$ cat src/rtl/lcd_rx_pkg.sv
// Shared opcodes, FSM encodings and window payload for the 8080-style display bus receiver.
package lcd_rx_pkg;

  localparam int unsigned ADDR_W = 16;

  localparam logic [7:0] OP_NOP     = 8'h00;
  localparam logic [7:0] OP_SWRESET = 8'h01;
  localparam logic [7:0] OP_SLPIN   = 8'h10;
  localparam logic [7:0] OP_SLPOUT  = 8'h11;
  localparam logic [7:0] OP_DISPOFF = 8'h28;
  localparam logic [7:0] OP_DISPON  = 8'h29;
  localparam logic [7:0] OP_CASET   = 8'h2A;
  localparam logic [7:0] OP_PASET   = 8'h2B;
  localparam logic [7:0] OP_RAMWR   = 8'h2C;

  localparam logic [2:0] ST_IDLE     = 3'd0;
  localparam logic [2:0] ST_CASET_P  = 3'd1;
  localparam logic [2:0] ST_PASET_P  = 3'd2;
  localparam logic [2:0] ST_RAMWR_HI = 3'd3;
  localparam logic [2:0] ST_RAMWR_LO = 3'd4;

  typedef enum logic [2:0] {
    RX_IDLE     = ST_IDLE,
    RX_CASET_P  = ST_CASET_P,
    RX_PASET_P  = ST_PASET_P,
    RX_RAMWR_HI = ST_RAMWR_HI,
    RX_RAMWR_LO = ST_RAMWR_LO
  } rx_state_t;

  typedef struct packed {
    logic [ADDR_W-1:0] start_addr;
    logic [ADDR_W-1:0] end_addr;
  } lcd_window_t;

  function automatic lcd_window_t full_window(input int unsigned lim);
    lcd_window_t w;
    w.start_addr = '0;
    w.end_addr   = ADDR_W'(lim - 1);
    return w;
  endfunction

  // End is clamped to the panel edge first, then start is pulled down to end.
  function automatic lcd_window_t clamp_window(input logic [ADDR_W-1:0] s,
                                               input logic [ADDR_W-1:0] e,
                                               input logic [ADDR_W-1:0] lim_m1);
    lcd_window_t w;
    w.end_addr   = (e > lim_m1) ? lim_m1 : e;
    w.start_addr = (s > w.end_addr) ? w.end_addr : s;
    return w;
  endfunction

endpackage

$ cat src/rtl/lcd_bus_receiver_if.sv
// Display write bus (initiator -> receiver) plus the decoded pixel/command outputs.
interface lcd_bus_receiver_if #(parameter int unsigned COORD_W = 9);
  logic               wr;
  logic               dcx;
  logic [7:0]         D;
  logic               pix_valid;
  logic [COORD_W-1:0] pix_x;
  logic [COORD_W-1:0] pix_y;
  logic [15:0]        pix_rgb;
  logic               cmd_valid;
  logic [7:0]         cmd_code;
  logic               display_on;
  logic               sleep_out;
  logic               err_unknown;

  modport master (
    output wr, dcx, D,
    input  pix_valid, pix_x, pix_y, pix_rgb, cmd_valid, cmd_code,
           display_on, sleep_out, err_unknown
  );

  modport slave (
    input  wr, dcx, D,
    output pix_valid, pix_x, pix_y, pix_rgb, cmd_valid, cmd_code,
           display_on, sleep_out, err_unknown
  );
endinterface

$ cat src/rtl/lcd_rx_addr_counter.sv
// Column/page write pointer; snapshots the window on load and wraps within it on each step.
module lcd_rx_addr_counter
  import lcd_rx_pkg::*;
#(
  parameter int unsigned WIDTH   = 240,
  parameter int unsigned HEIGHT  = 320,
  parameter int unsigned COORD_W = 9
) (
  input  logic               clk,
  input  logic               nrst,
  input  logic               load,
  input  logic               step,
  input  lcd_window_t        col_win,
  input  lcd_window_t        row_win,
  output logic [COORD_W-1:0] col,
  output logic [COORD_W-1:0] row
);

  lcd_window_t        col_win_q, col_win_d;
  lcd_window_t        row_win_q, row_win_d;
  logic [COORD_W-1:0] col_q, col_d;
  logic [COORD_W-1:0] row_q, row_d;

  always_comb begin
    col_win_d = col_win_q;
    row_win_d = row_win_q;
    col_d     = col_q;
    row_d     = row_q;
    if (load) begin
      col_win_d = col_win;
      row_win_d = row_win;
      col_d     = COORD_W'(col_win.start_addr);
      row_d     = COORD_W'(row_win.start_addr);
    end else if (step) begin
      if (ADDR_W'(col_q) == col_win_q.end_addr) begin
        col_d = COORD_W'(col_win_q.start_addr);
        if (ADDR_W'(row_q) == row_win_q.end_addr) row_d = COORD_W'(row_win_q.start_addr);
        else                                       row_d = row_q + COORD_W'(1);
      end else begin
        col_d = col_q + COORD_W'(1);
      end
    end
  end

  always_ff @(posedge clk or negedge nrst) begin
    if (!nrst) begin
      col_win_q <= full_window(WIDTH);
      row_win_q <= full_window(HEIGHT);
      col_q     <= '0;
      row_q     <= '0;
    end else begin
      col_win_q <= col_win_d;
      row_win_q <= row_win_d;
      col_q     <= col_d;
      row_q     <= row_d;
    end
  end

  assign col = col_q;
  assign row = row_q;

endmodule

$ cat src/rtl/lcd_bus_receiver.sv
// Decodes the 8080 write-bus byte stream into windowed RGB565 pixel writes and state flags.
// Define LCD_RX_SYNC_EN to pass wr/dcx/D through a 2-flop synchronizer before capture.
module lcd_bus_receiver
  import lcd_rx_pkg::*;
#(
  parameter int unsigned WIDTH   = 240,
  parameter int unsigned HEIGHT  = 320,
  parameter int unsigned COORD_W = 9
) (
  input  logic               clk,
  input  logic               nrst,
  lcd_bus_receiver_if.slave  bus
);

  logic       wr_in, dcx_in;
  logic [7:0] d_in;

`ifdef LCD_RX_SYNC_EN
  logic [1:0] wr_sync_q, dcx_sync_q;
  logic [7:0] d_s1_q, d_s2_q;

  always_ff @(posedge clk or negedge nrst) begin
    if (!nrst) begin
      wr_sync_q  <= 2'b11;
      dcx_sync_q <= 2'b00;
      d_s1_q     <= '0;
      d_s2_q     <= '0;
    end else begin
      wr_sync_q  <= {wr_sync_q[0], bus.wr};
      dcx_sync_q <= {dcx_sync_q[0], bus.dcx};
      d_s1_q     <= bus.D;
      d_s2_q     <= d_s1_q;
    end
  end

  assign wr_in  = wr_sync_q[1];
  assign dcx_in = dcx_sync_q[1];
  assign d_in   = d_s2_q;
`else
  assign wr_in  = bus.wr;
  assign dcx_in = bus.dcx;
  assign d_in   = bus.D;
`endif

  logic               wr_q;
  logic               capture_c;
  logic [2:0]         state_q, state_d;
  logic [1:0]         idx_q, idx_d;
  logic [15:0]        par_start_q, par_start_d;
  logic [7:0]         par_end_hi_q, par_end_hi_d;
  logic [7:0]         hi_q, hi_d;
  lcd_window_t        col_win_q, col_win_d, row_win_q, row_win_d, win_new_c;
  logic [ADDR_W-1:0]  lim_c;
  logic               load_c, step_c;
  logic [COORD_W-1:0] cnt_col, cnt_row;
  logic               pix_valid_q, pix_valid_d, cmd_valid_q, cmd_valid_d;
  logic [COORD_W-1:0] pix_x_q, pix_x_d, pix_y_q, pix_y_d;
  logic [15:0]        pix_rgb_q, pix_rgb_d;
  logic [7:0]         cmd_code_q, cmd_code_d;
  logic               display_on_q, display_on_d, sleep_out_q, sleep_out_d;
  logic               err_unknown_q, err_unknown_d;

  assign capture_c = ~wr_q & wr_in;

  lcd_rx_addr_counter #(.WIDTH(WIDTH), .HEIGHT(HEIGHT), .COORD_W(COORD_W)) u_addr (
    .clk(clk), .nrst(nrst), .load(load_c), .step(step_c),
    .col_win(col_win_q), .row_win(row_win_q), .col(cnt_col), .row(cnt_row)
  );

  always_comb begin
    state_d       = state_q;
    idx_d         = idx_q;
    par_start_d   = par_start_q;
    par_end_hi_d  = par_end_hi_q;
    hi_d          = hi_q;
    col_win_d     = col_win_q;
    row_win_d     = row_win_q;
    pix_valid_d   = 1'b0;
    pix_x_d       = pix_x_q;
    pix_y_d       = pix_y_q;
    pix_rgb_d     = pix_rgb_q;
    cmd_valid_d   = 1'b0;
    cmd_code_d    = cmd_code_q;
    display_on_d  = display_on_q;
    sleep_out_d   = sleep_out_q;
    err_unknown_d = err_unknown_q;
    load_c        = 1'b0;
    step_c        = 1'b0;
    lim_c         = (state_q == ST_CASET_P) ? ADDR_W'(WIDTH - 1) : ADDR_W'(HEIGHT - 1);
    win_new_c     = clamp_window(par_start_q, {par_end_hi_q, d_in}, lim_c);

    if (capture_c && !dcx_in) begin
      // Any command aborts parameter/pixel assembly, including a pending half pixel.
      cmd_valid_d = 1'b1;
      cmd_code_d  = d_in;
      state_d     = ST_IDLE;
      case (d_in)
        OP_CASET:   begin state_d = ST_CASET_P; idx_d = 2'd0; end
        OP_PASET:   begin state_d = ST_PASET_P; idx_d = 2'd0; end
        OP_RAMWR:   begin state_d = ST_RAMWR_HI; load_c = 1'b1; end
        OP_SWRESET: begin
          col_win_d     = full_window(WIDTH);
          row_win_d     = full_window(HEIGHT);
          display_on_d  = 1'b0;
          sleep_out_d   = 1'b0;
          err_unknown_d = 1'b0;
        end
        OP_NOP:     ;
        OP_SLPIN:   sleep_out_d  = 1'b0;
        OP_SLPOUT:  sleep_out_d  = 1'b1;
        OP_DISPOFF: display_on_d = 1'b0;
        OP_DISPON:  display_on_d = 1'b1;
        default:    err_unknown_d = 1'b1;
      endcase
    end else if (capture_c) begin
      case (state_q)
        ST_CASET_P, ST_PASET_P: begin
          idx_d = idx_q + 2'd1;
          case (idx_q)
            2'd0:    par_start_d[15:8] = d_in;
            2'd1:    par_start_d[7:0]  = d_in;
            2'd2:    par_end_hi_d      = d_in;
            default: begin
              if (state_q == ST_CASET_P) col_win_d = win_new_c;
              else                       row_win_d = win_new_c;
              state_d = ST_IDLE;
            end
          endcase
        end
        ST_RAMWR_HI: begin
          hi_d    = d_in;
          state_d = ST_RAMWR_LO;
        end
        ST_RAMWR_LO: begin
          pix_valid_d = 1'b1;
          pix_x_d     = cnt_col;
          pix_y_d     = cnt_row;
          pix_rgb_d   = {hi_q, d_in};
          step_c      = 1'b1;
          state_d     = ST_RAMWR_HI;
        end
        default: ;
      endcase
    end
  end

  always_ff @(posedge clk or negedge nrst) begin
    if (!nrst) begin
      wr_q          <= 1'b1;
      state_q       <= ST_IDLE;
      idx_q         <= '0;
      par_start_q   <= '0;
      par_end_hi_q  <= '0;
      hi_q          <= '0;
      col_win_q     <= full_window(WIDTH);
      row_win_q     <= full_window(HEIGHT);
      pix_valid_q   <= 1'b0;
      pix_x_q       <= '0;
      pix_y_q       <= '0;
      pix_rgb_q     <= '0;
      cmd_valid_q   <= 1'b0;
      cmd_code_q    <= '0;
      display_on_q  <= 1'b0;
      sleep_out_q   <= 1'b0;
      err_unknown_q <= 1'b0;
    end else begin
      wr_q          <= wr_in;
      state_q       <= state_d;
      idx_q         <= idx_d;
      par_start_q   <= par_start_d;
      par_end_hi_q  <= par_end_hi_d;
      hi_q          <= hi_d;
      col_win_q     <= col_win_d;
      row_win_q     <= row_win_d;
      pix_valid_q   <= pix_valid_d;
      pix_x_q       <= pix_x_d;
      pix_y_q       <= pix_y_d;
      pix_rgb_q     <= pix_rgb_d;
      cmd_valid_q   <= cmd_valid_d;
      cmd_code_q    <= cmd_code_d;
      display_on_q  <= display_on_d;
      sleep_out_q   <= sleep_out_d;
      err_unknown_q <= err_unknown_d;
    end
  end

  assign bus.pix_valid   = pix_valid_q;
  assign bus.pix_x       = pix_x_q;
  assign bus.pix_y       = pix_y_q;
  assign bus.pix_rgb     = pix_rgb_q;
  assign bus.cmd_valid   = cmd_valid_q;
  assign bus.cmd_code    = cmd_code_q;
  assign bus.display_on  = display_on_q;
  assign bus.sleep_out   = sleep_out_q;
  assign bus.err_unknown = err_unknown_q;

endmodule

$ cat src/flat_wrapper.sv
// flat-port wrapper written by rule: the top's interface ports become plain ports
module lcd_bus_receiver_flat import lcd_rx_pkg::*;
#(
  parameter int unsigned WIDTH   = 240,
  parameter int unsigned HEIGHT  = 320,
  parameter int unsigned COORD_W = 9
)
  (clk, nrst, bus_wr, bus_dcx, bus_D, bus_pix_valid, bus_pix_x, bus_pix_y, bus_pix_rgb, bus_cmd_valid, bus_cmd_code, bus_display_on, bus_sleep_out, bus_err_unknown);
  lcd_bus_receiver_if #(.COORD_W(COORD_W)) bus_i ();
  input  logic clk;
  input  logic nrst;
  input wire logic [$bits(bus_i.wr)-1:0] bus_wr;
  input wire logic [$bits(bus_i.dcx)-1:0] bus_dcx;
  input wire logic [$bits(bus_i.D)-1:0] bus_D;
  output wire logic [$bits(bus_i.pix_valid)-1:0] bus_pix_valid;
  output wire logic [$bits(bus_i.pix_x)-1:0] bus_pix_x;
  output wire logic [$bits(bus_i.pix_y)-1:0] bus_pix_y;
  output wire logic [$bits(bus_i.pix_rgb)-1:0] bus_pix_rgb;
  output wire logic [$bits(bus_i.cmd_valid)-1:0] bus_cmd_valid;
  output wire logic [$bits(bus_i.cmd_code)-1:0] bus_cmd_code;
  output wire logic [$bits(bus_i.display_on)-1:0] bus_display_on;
  output wire logic [$bits(bus_i.sleep_out)-1:0] bus_sleep_out;
  output wire logic [$bits(bus_i.err_unknown)-1:0] bus_err_unknown;
  assign bus_i.wr = bus_wr;
  assign bus_i.dcx = bus_dcx;
  assign bus_i.D = bus_D;
  assign bus_pix_valid = bus_i.pix_valid;
  assign bus_pix_x = bus_i.pix_x;
  assign bus_pix_y = bus_i.pix_y;
  assign bus_pix_rgb = bus_i.pix_rgb;
  assign bus_cmd_valid = bus_i.cmd_valid;
  assign bus_cmd_code = bus_i.cmd_code;
  assign bus_display_on = bus_i.display_on;
  assign bus_sleep_out = bus_i.sleep_out;
  assign bus_err_unknown = bus_i.err_unknown;
  lcd_bus_receiver #(.WIDTH(WIDTH), .HEIGHT(HEIGHT), .COORD_W(COORD_W)) u_core (.clk(clk), .nrst(nrst), .bus(bus_i));
endmodule
$ cat config.mk
export PLATFORM = sky130hd
export DESIGN_NAME = lcd_bus_receiver_flat
export DESIGN_NICKNAME = d
export VERILOG_FILES = /design/src/rtl/lcd_rx_pkg.sv /design/src/rtl/lcd_bus_receiver_if.sv /design/src/rtl/lcd_rx_addr_counter.sv /design/src/rtl/lcd_bus_receiver.sv /design/src/flat_wrapper.sv
export SDC_FILE = /design/constraint.sdc
export NUM_CORES = 1
export LEC_CHECK = 0
export ABC_CLOCK_PERIOD_IN_PS = 5700
export CORE_ASPECT_RATIO = 0.9
export CORE_MARGIN = 4
export CORE_UTILIZATION = 55
export CTS_BUF_LIST = sky130_fd_sc_hd__clkbuf_16
export CTS_CLUSTER_SIZE = 12
export DETAILED_ROUTE_END_ITERATION = 12
export PLACE_DENSITY = 0.84
export SLEW_MARGIN = 20
export SYNTH_ARGS = -nofsm -noshare
export SYNTH_HDL_FRONTEND = slang
export SYNTH_SLANG_ARGS = --single-unit
$ cat constraint.sdc
create_clock -name clk -period 5.7 [get_ports clk]
set_input_delay 0.57 -clock clk [delete_from_list [all_inputs] [get_ports clk]]
set_output_delay 0.57 -clock clk [all_outputs]
set_load 0.01 [all_outputs]
==> metrics, run 1 <==
Unique masters post-synth=slightly below 60; setup TNS=0 ps; CP endpoint kind=flop; postcts setup bufs=0; Final Slew Violations=0; initial antenna violation count=0; post-place setup slack=between 600 and 700 ps; P&R area growth vs syn=14.4%; die area=19600 sq um; Total GRT Usage=23.8%; crit path kind=flop to flop; DR iter-0 viols=about 510; multi-input logic area=approximately 4200 sq um; Post-Syn Area=between 9000 and 10000 sq um; Ports=between 50 and 60; final setup vio count=0; Via density=approximately 5.7; PnR worst setup slack=~600 ps; Req. time, crit path=6130 ps; Via Count=around 7500; synthesis-stage register bit count=slightly above 200; HP Class=input port to asynchronous set/reset pin; Max Cap Violations=0; total inserted antenna cells=0; Num CTS Buffers=21; Most used DFF post-synth=dfrtp_1; dominant cells by area after synthesis=dfrtp_1 45%, nand2_1 13%, dfstp_2 7.9%, mux2_2 3.6%, ha_1 3.3%; Warnings, synthesis=0; number of gates given a new drive strength after cts=0; Critical Path Source Type=flop; Slew HR=approximately two fifths; Seq/Total Area, Yosys=53.3%; Highest Clock Rate=roughly 200 MHz; Clock Skew=9.47 ps; clk slew on worst S/H paths=approximately 60 ps; # port buffers=58; largest area contributor in the netlist=dfrtp_1; Final Hold Fails=0; layout cells sized above 1=between 10% and 20%; status=finished, final reports clean; drt first pass iters=5; worst-case clock buffer depth=3; FF/Latch Area=a little over 5000 sq um; drt total wl=around 23 mm; Yosys top cell area share=a little under half; cell row count=45; clk root buf=clkbuf_16; maximum vdd ir drop=0.324 mV; starting density of the core=a little under three fifths; GPL Wtd Cong=about 0.9; pwr dens=between 400 and 500 nW/um^2; final period utilization=approximately 90%; vias in the first global route=around 7500; CTS tree=built; Leakage=about 5.3 nW; nets@finish=1100; CP arrival=5530 ps; CORE AREA=between 15000 and 20000 sq um; Avg WL per Cell=roughly 18 um; clock sink count=203; CP Max Fanout=25; EDFF count, synth=0; hold_buf cts=0; Die Wd=roughly 150 um; fillcell total=between 1000 and 1500; drt drc=0; grt total ovfl=0; Syn Area/Cell=roughly 9.4 sq um; first-pass GRT wire length=38.5 mm; H-tree Lvls=1; clock latency on the worst-skew pair=500 ps; crit path time final=5100 ps; Mapped Cells=1017; Die Ht=between 100 and 150 um; pin count of the biggest net entering global routing=94; Worst Max-Slew Pin Slew=878 ps; unrepaired setup endpoints after global routing=false; async set-reset flop share out of synthesis=100%; post-DP HPWL=around 16 mm; Routed Antenna Nets=0
## where the power goes
group	internal (mW)	switching (mW)	total [mW]
Combinational	0.680	0.799	1.48
Clock	0.665	0.551	1.22
Sequential	1.81	0.302	2.12
## stage by stage
stage / std cells / util [%] / instance area [sq um] / power, mW / hold WS [ps]
after detailed placement: 1275 / 61.2 / 10400 / 3.59 / 443
after CTS: 1312 / 64.7 / 11000 / 4.82 / 158
after global routing: 1312 / 64.7 / 11000 / 5.11 / 181
after global placement: 1275 / 61.2 / 10400 / 3.52 / 441
after floorplan: 1023 / - / 9630 / 3.05 / 274
final: 1312 / 64.7 / 11000 / 4.81 / 126
## cell usage in the layout (no fill, tap or decap), types with 6 or more instances in the layout
| cell type | netlist | layout |
|---|---|---|
| nand2b_1 | 10 | 10 |
| a22oi_1 | 8 | 8 |
| xnor2_1 | 22 | 22 |
| or4_1 | 11 | 11 |
| nand2_1 | 321 | 321 |
| nor3_1 | 8 | 8 |
| ha_1 | 25 | 25 |
| and2_1 | 19 | 19 |
| inv_1 | 16 | 28 |
| nand4_1 | 12 | 12 |
| nand3_1 | 33 | 32 |
| o21a_1 | 6 | 6 |
| dfstp_2 | 29 | 29 |
| xor2_1 | 7 | 7 |
| dfrtp_1 | 174 | 174 |
| clkbuf_16 | 0 | 21 |
| clkdlybuf4s50_1 | 0 | 57 |
| a21oi_1 | 26 | 26 |
| mux2_2 | 31 | 31 |
| o211ai_1 | 14 | 14 |
| buf_4 | 0 | 22 |
| nor2_1 | 62 | 62 |
| o21ai_0 | 27 | 27 |
| mux2i_1 | 6 | 6 |
| a31oi_1 | 10 | 10 |
| conb_1 | 1 | 7 |
## final timing paths
kind,from,slack (ps),to,cells past startpoint
min,nrst,130,u_core.bus.pix_x[7]$_DFFE_PN0P_,1
max in group asynchronous,nrst,4270,u_core.u_addr.row_win_q[24]$_DFFE_PN0P_,2
min reg2reg,u_core.col_win_q[1]$_DFFE_PN1P_,460,u_core.u_addr.col_win_q[1]$_DFFE_PN1P_,2
max reg2reg,u_core.state_q[0]$_DFFE_PN0P_,600,u_core.row_win_q[19]$_DFFE_PN0P_,14
max,u_core.state_q[0]$_DFFE_PN0P_,600,u_core.row_win_q[19]$_DFFE_PN0P_,14
min in group clk,u_core.col_win_q[1]$_DFFE_PN1P_,460,u_core.u_addr.col_win_q[1]$_DFFE_PN1P_,2
## sequential cells by signal (all words and copies together), names as in the netlist, 2 cells and up
name                     flops
u_core.row_win_q            25
u_core.par_start_q          16
u_core.par_end_hi_q          8
u_core.u_addr.col_win_q     25
u_core.u_addr.row            9
u_core.bus.cmd_code          8
u_core.bus.pix_y             9
u_core.hi_q                  8
u_core.u_addr.col            9
u_core.col_win_q            25
u_core.state_q               3
u_core.idx_q                 2
u_core.u_addr.row_win_q     25
u_core.bus.pix_rgb          16
u_core.bus.pix_x             9
## kinds of logic after synthesis
kind of cell	count (synthesis)	synth area share, %
other	1	0.0390
xor gates and xnor gates	29	2.64
adders and majority gates	26	3.36
AOI/OAI and AO/OA	135	9.69
muxes	37	4.26
buffers and inverters	80	3.56
and+or+nand+nor	506	23.2
DFF	203	53.3
## synth_stat cells (10+ instances only)
cell      instances
a31oi_1          10
or4_1            11
nand4_1          12
a21oi_1          26
nand3_1          33
nor2_1           62
o211ai_1         14
buf_2            15
dfstp_2          29
inv_1            16
nand2b_1         10
nand2_1         321
dfrtp_1         174
ha_1             25
o21ai_0          27
clkbuf_1         43
and2_1           19
xnor2_1          22
mux2_2           31
## metal layers
| metal | wire (um) | part of all wire (%) | track usage (%) |
|---|---|---|---|
| met1 | 10300 | 44 | 33.1 |
| met2 | 10900 | 47 | 39.2 |
| met3 | 1440 | 6.2 | 4.25 |
| met4 | 559 | 2.4 | 6.16 |
| met5 | 0 | 0 | 0 |
## final cells by class
class                      instances  share of cell area [%]
clock inverter                    16                   0.603
inverter                          17                   0.580
tap                              235                    2.67
sequential                       203                    46.5
clock buffer                      21                    4.78
timing repair buffer              80                    6.82
multi-input combinational        740                    38.0
## critical path, cell delays in order (launching register included)
cell	delay (ps)
dfrtp_1	480
or3b_2	570
inv_1	180
ha_1	270
o21a_1	110
o2bb2ai_1	460
o21ai_2	350
nor2_1	430
ha_1	330
and4_1	220
and4_1	270
nand4_1	140
nand2_1	450
or4_1	640
nand3_1	90
Power figures use the tool's default switching activity.
==> inputs of run 2 (changes only) <==
--- a/config.mk
+++ b/config.mk
@@ -5,13 +5,15 @@
 export SDC_FILE = /design/constraint.sdc
 export NUM_CORES = 1
 export LEC_CHECK = 0
-export ABC_CLOCK_PERIOD_IN_PS = 5700
+export ABC_CLOCK_PERIOD_IN_PS = 4700
 export CORE_ASPECT_RATIO = 0.9
 export CORE_MARGIN = 4
 export CORE_UTILIZATION = 55
 export CTS_BUF_LIST = sky130_fd_sc_hd__clkbuf_16
 export CTS_CLUSTER_SIZE = 12
 export DETAILED_ROUTE_END_ITERATION = 12
+export HOLD_SLACK_MARGIN = 0.06
+export MAX_ROUTING_LAYER = met4
 export PLACE_DENSITY = 0.84
 export SLEW_MARGIN = 20
 export SYNTH_ARGS = -nofsm -noshare
==> constraint.sdc (replaced) <==
create_clock -name clk -period 4.7 [get_ports clk]
set_input_delay 0.47 -clock clk [delete_from_list [all_inputs] [get_ports clk]]
set_output_delay 0.47 -clock clk [all_outputs]
set_load 0.01 [all_outputs]
==> run 2 against run 1 <==
Compared with the run above:
- routed wire length fell by 1.4%
- combinational power rose by 23%
- first-iteration DRC count rose by 11%
- critical endpoint is now u_core.col_win_q[24]$_DFFE_PN0P_
- final area rose by 0.80%
- worst hold slack got worse by 23 ps
- sequential power rose by 21%
- largest cell class unchanged
- utilization rose by 0.52 points
- critical path depth rose by 2
- fmax rose by 16%
- final cell count rose by 0.53%
- sequential share of layout area fell by 0.37 points
==> metrics, run 2 (same netlist as run 1, synthesis figures left out) <==
pwr dens=536 nW/um^2 (+22%); Worst Max-Slew Pin Slew=989 ps (+110 ps); setup TNS=0 ps (unchanged); initial antenna violation count=0 (unchanged); GPL Wtd Cong=0.985 (+7.5%); Routed Antenna Nets=0 (unchanged); clock latency on the worst-skew pair=500 ps (about the same); HP Class=input port to asynchronous set/reset pin; unrepaired setup endpoints after global routing=false; Via density=5.70 (+0.38%); Req. time, crit path=5130 ps (-1000 ps); nets@finish=1106 (+0.55%); Clock Skew=9.75 ps (+0.288 ps); layout cells sized above 1=12.1% (+0.57 points); Total GRT Usage=24.5% (+0.63 points); Crit Reg-Reg Startpoint=u_core.state_q[0]$_DFFE_PN0P_; clock sink count=203 (unchanged); # port buffers=58 (unchanged); H-tree Lvls=1 (unchanged); drt drc=0 (unchanged); hold_buf cts=0 (unchanged); CP endpoint kind=flop; crit path time final=4390 ps (-714 ps); postcts setup bufs=0 (unchanged); ordered list of cells on the worst path=or3b_2 > inv_1 > ha_1 > o21a_1 > o2bb2ai_1 > o21ai_2 > nand2_1 > o21ai_0 > ha_1 > and4_1 > nand2_1 > o211ai_1 > a211oi_4 > buf_4 > or4_1 > nand3_1; Leakage=5.33 nW (+0.84%); fillcell total=1383 (-3.4%); cell row count=45 (unchanged); slowest CP cell=or3b_2; Avg WL per Cell=17.3 um (-1.9%); maximum vdd ir drop=0.314 mV (-2.9%); CP arrival=4820 ps (-710 ps); clk root buf=clkbuf_16; status=finished, final reports clean; Top Family by Delay on Critical Path=simple AND/OR/NAND/NOR gates; R2R cell count=16 (+2); Final Slew Violations=0 (unchanged); CORE AREA=17000 sq um (unchanged); Ports=59 (unchanged); Placed Cells=1280 (+0.39%); P&R area growth vs syn=15.3%; drt total wl=22.9 mm (-1.4%); first-pass GRT wire length=38.6 mm (+0.29%); CP Max Fanout=23 (-8.0%); worst-case clock buffer depth=3 (unchanged); Die Ht=133 um (unchanged); Buf/Inv on CP=2 (+1); final period utilization=93.4% (+3.9 points); CTS tree=built; DR iter-0 viols=570 (+11%); Critical Path Source Type=flop; starting density of the core=56.5% (unchanged); post-DP HPWL=15.2 mm (-3.0%); most common cell after layout, fill and taps aside=nand2_1; Die Wd=147 um (unchanged); Register-to-Register Setup Slack=310 ps (-290 ps); pin count of the biggest net entering global routing=128 (+36%); crit path kind=flop to flop; vias in the first global route=7653 (+1.7%); Power Total=5.93 mW (+23%); Highest Clock Rate=228 MHz (+16%); Num CTS Buffers=22 (+4.8%); die area=19600 sq um (unchanged); Final Hold Fails=0 (unchanged); final setup vio count=0 (unchanged); Via Count=7520 (+0.91%); final non-filler cell total=1319 (+0.53%); number of gates given a new drive strength after cts=0 (unchanged); total inserted antenna cells=0 (unchanged); grt total ovfl=0 (unchanged); most frequent cells in the layout=321 x nand2_1, 174 x dfrtp_1, 62 x nor2_1; Slew HR=34.1% (-7.0 points); largest stage delay on the critical path=550 ps (-90 ps); worst r2r dst=u_core.col_win_q[24]$_DFFE_PN0P_; Max Cap Violations=0 (unchanged); clk slew on worst S/H paths=60 ps (about the same); drt first pass iters=5 (unchanged)
[run 2: cell types whose count changed in the layout (fill, tap and decap cells not counted)]
cell / delta
clkbuf_16: +2
inv_1: -2
clkinv_1: +2
buf_4: +5
[run 2: area by class of cell]
class / instances / area, sq um / share of cell area [%]
tap: 235 / 294 / 2.65
multi-input combinational: 740 / 4180 / 37.7
timing repair buffer: 85 / 787 / 7.10
sequential: 203 / 5120 / 46.2
inverter: 17 / 63.8 / 0.576
clock buffer: 23 / 576 / 5.19
clock inverter: 16 / 66.3 / 0.598
[run 2: per-stage QoR]
| step | hold slack [ps] | area [sq um] | worst slack (ps) | util, % |
|---|---|---|---|---|
| global route | 210 | 11100 | 57.9 | 65.2 |
| detailed placement | 443 | 10400 | 407 | 61.4 |
| CTS | 162 | 11100 | 382 | 65.2 |
| global placement | 441 | 10400 | 535 | 61.4 |
| finish | 103 | 11100 | 311 | 65.2 |
| floorplan | 174 | 9630 | 466 | - |
[run 2: worst max-delay path by stage]
stage / slack, ps / start / cells after the start / endpoint
CTS: 380 / u_core.state_q[0]$_DFFE_PN0P_ / 16 / u_core.row_win_q[21]$_DFFE_PN0P_
floorplan: 470 / u_core.state_q[1]$_DFFE_PN0P_ / 19 / u_core.row_win_q[21]$_DFFE_PN0P_
global placement: 540 / u_core.state_q[0]$_DFFE_PN0P_ / 15 / u_core.row_win_q[23]$_DFFE_PN0P_
detailed placement: 410 / u_core.state_q[0]$_DFFE_PN0P_ / 15 / u_core.row_win_q[23]$_DFFE_PN0P_
global route: 60 / u_core.state_q[0]$_DFFE_PN0P_ / 15 / u_core.col_win_q[24]$_DFFE_PN0P_
finish: 310 / u_core.state_q[0]$_DFFE_PN0P_ / 16 / u_core.col_win_q[24]$_DFFE_PN0P_
[run 2: report_power, final]
| group | total [mW] | internal (mW) | leakage (nW) | switching [mW] |
|---|---|---|---|---|
| combinational | 1.82 | 0.853 | 2.36 | 0.970 |
| sequential | 2.56 | 2.20 | 2.62 | 0.363 |
| clock | 1.55 | 0.877 | 0.351 | 0.671 |
[run 2: per-layer routing]
metal / vias up / share of wire [%] / global-route usage, %
li1: 3534 / - / -
met1: 3703 / 45 / 33.4
met4: 0 / 2.8 / 7.87
met3: 49 / 5.8 / 3.81
met2: 234 / 46 / 38.1
met5: - / 0 / -
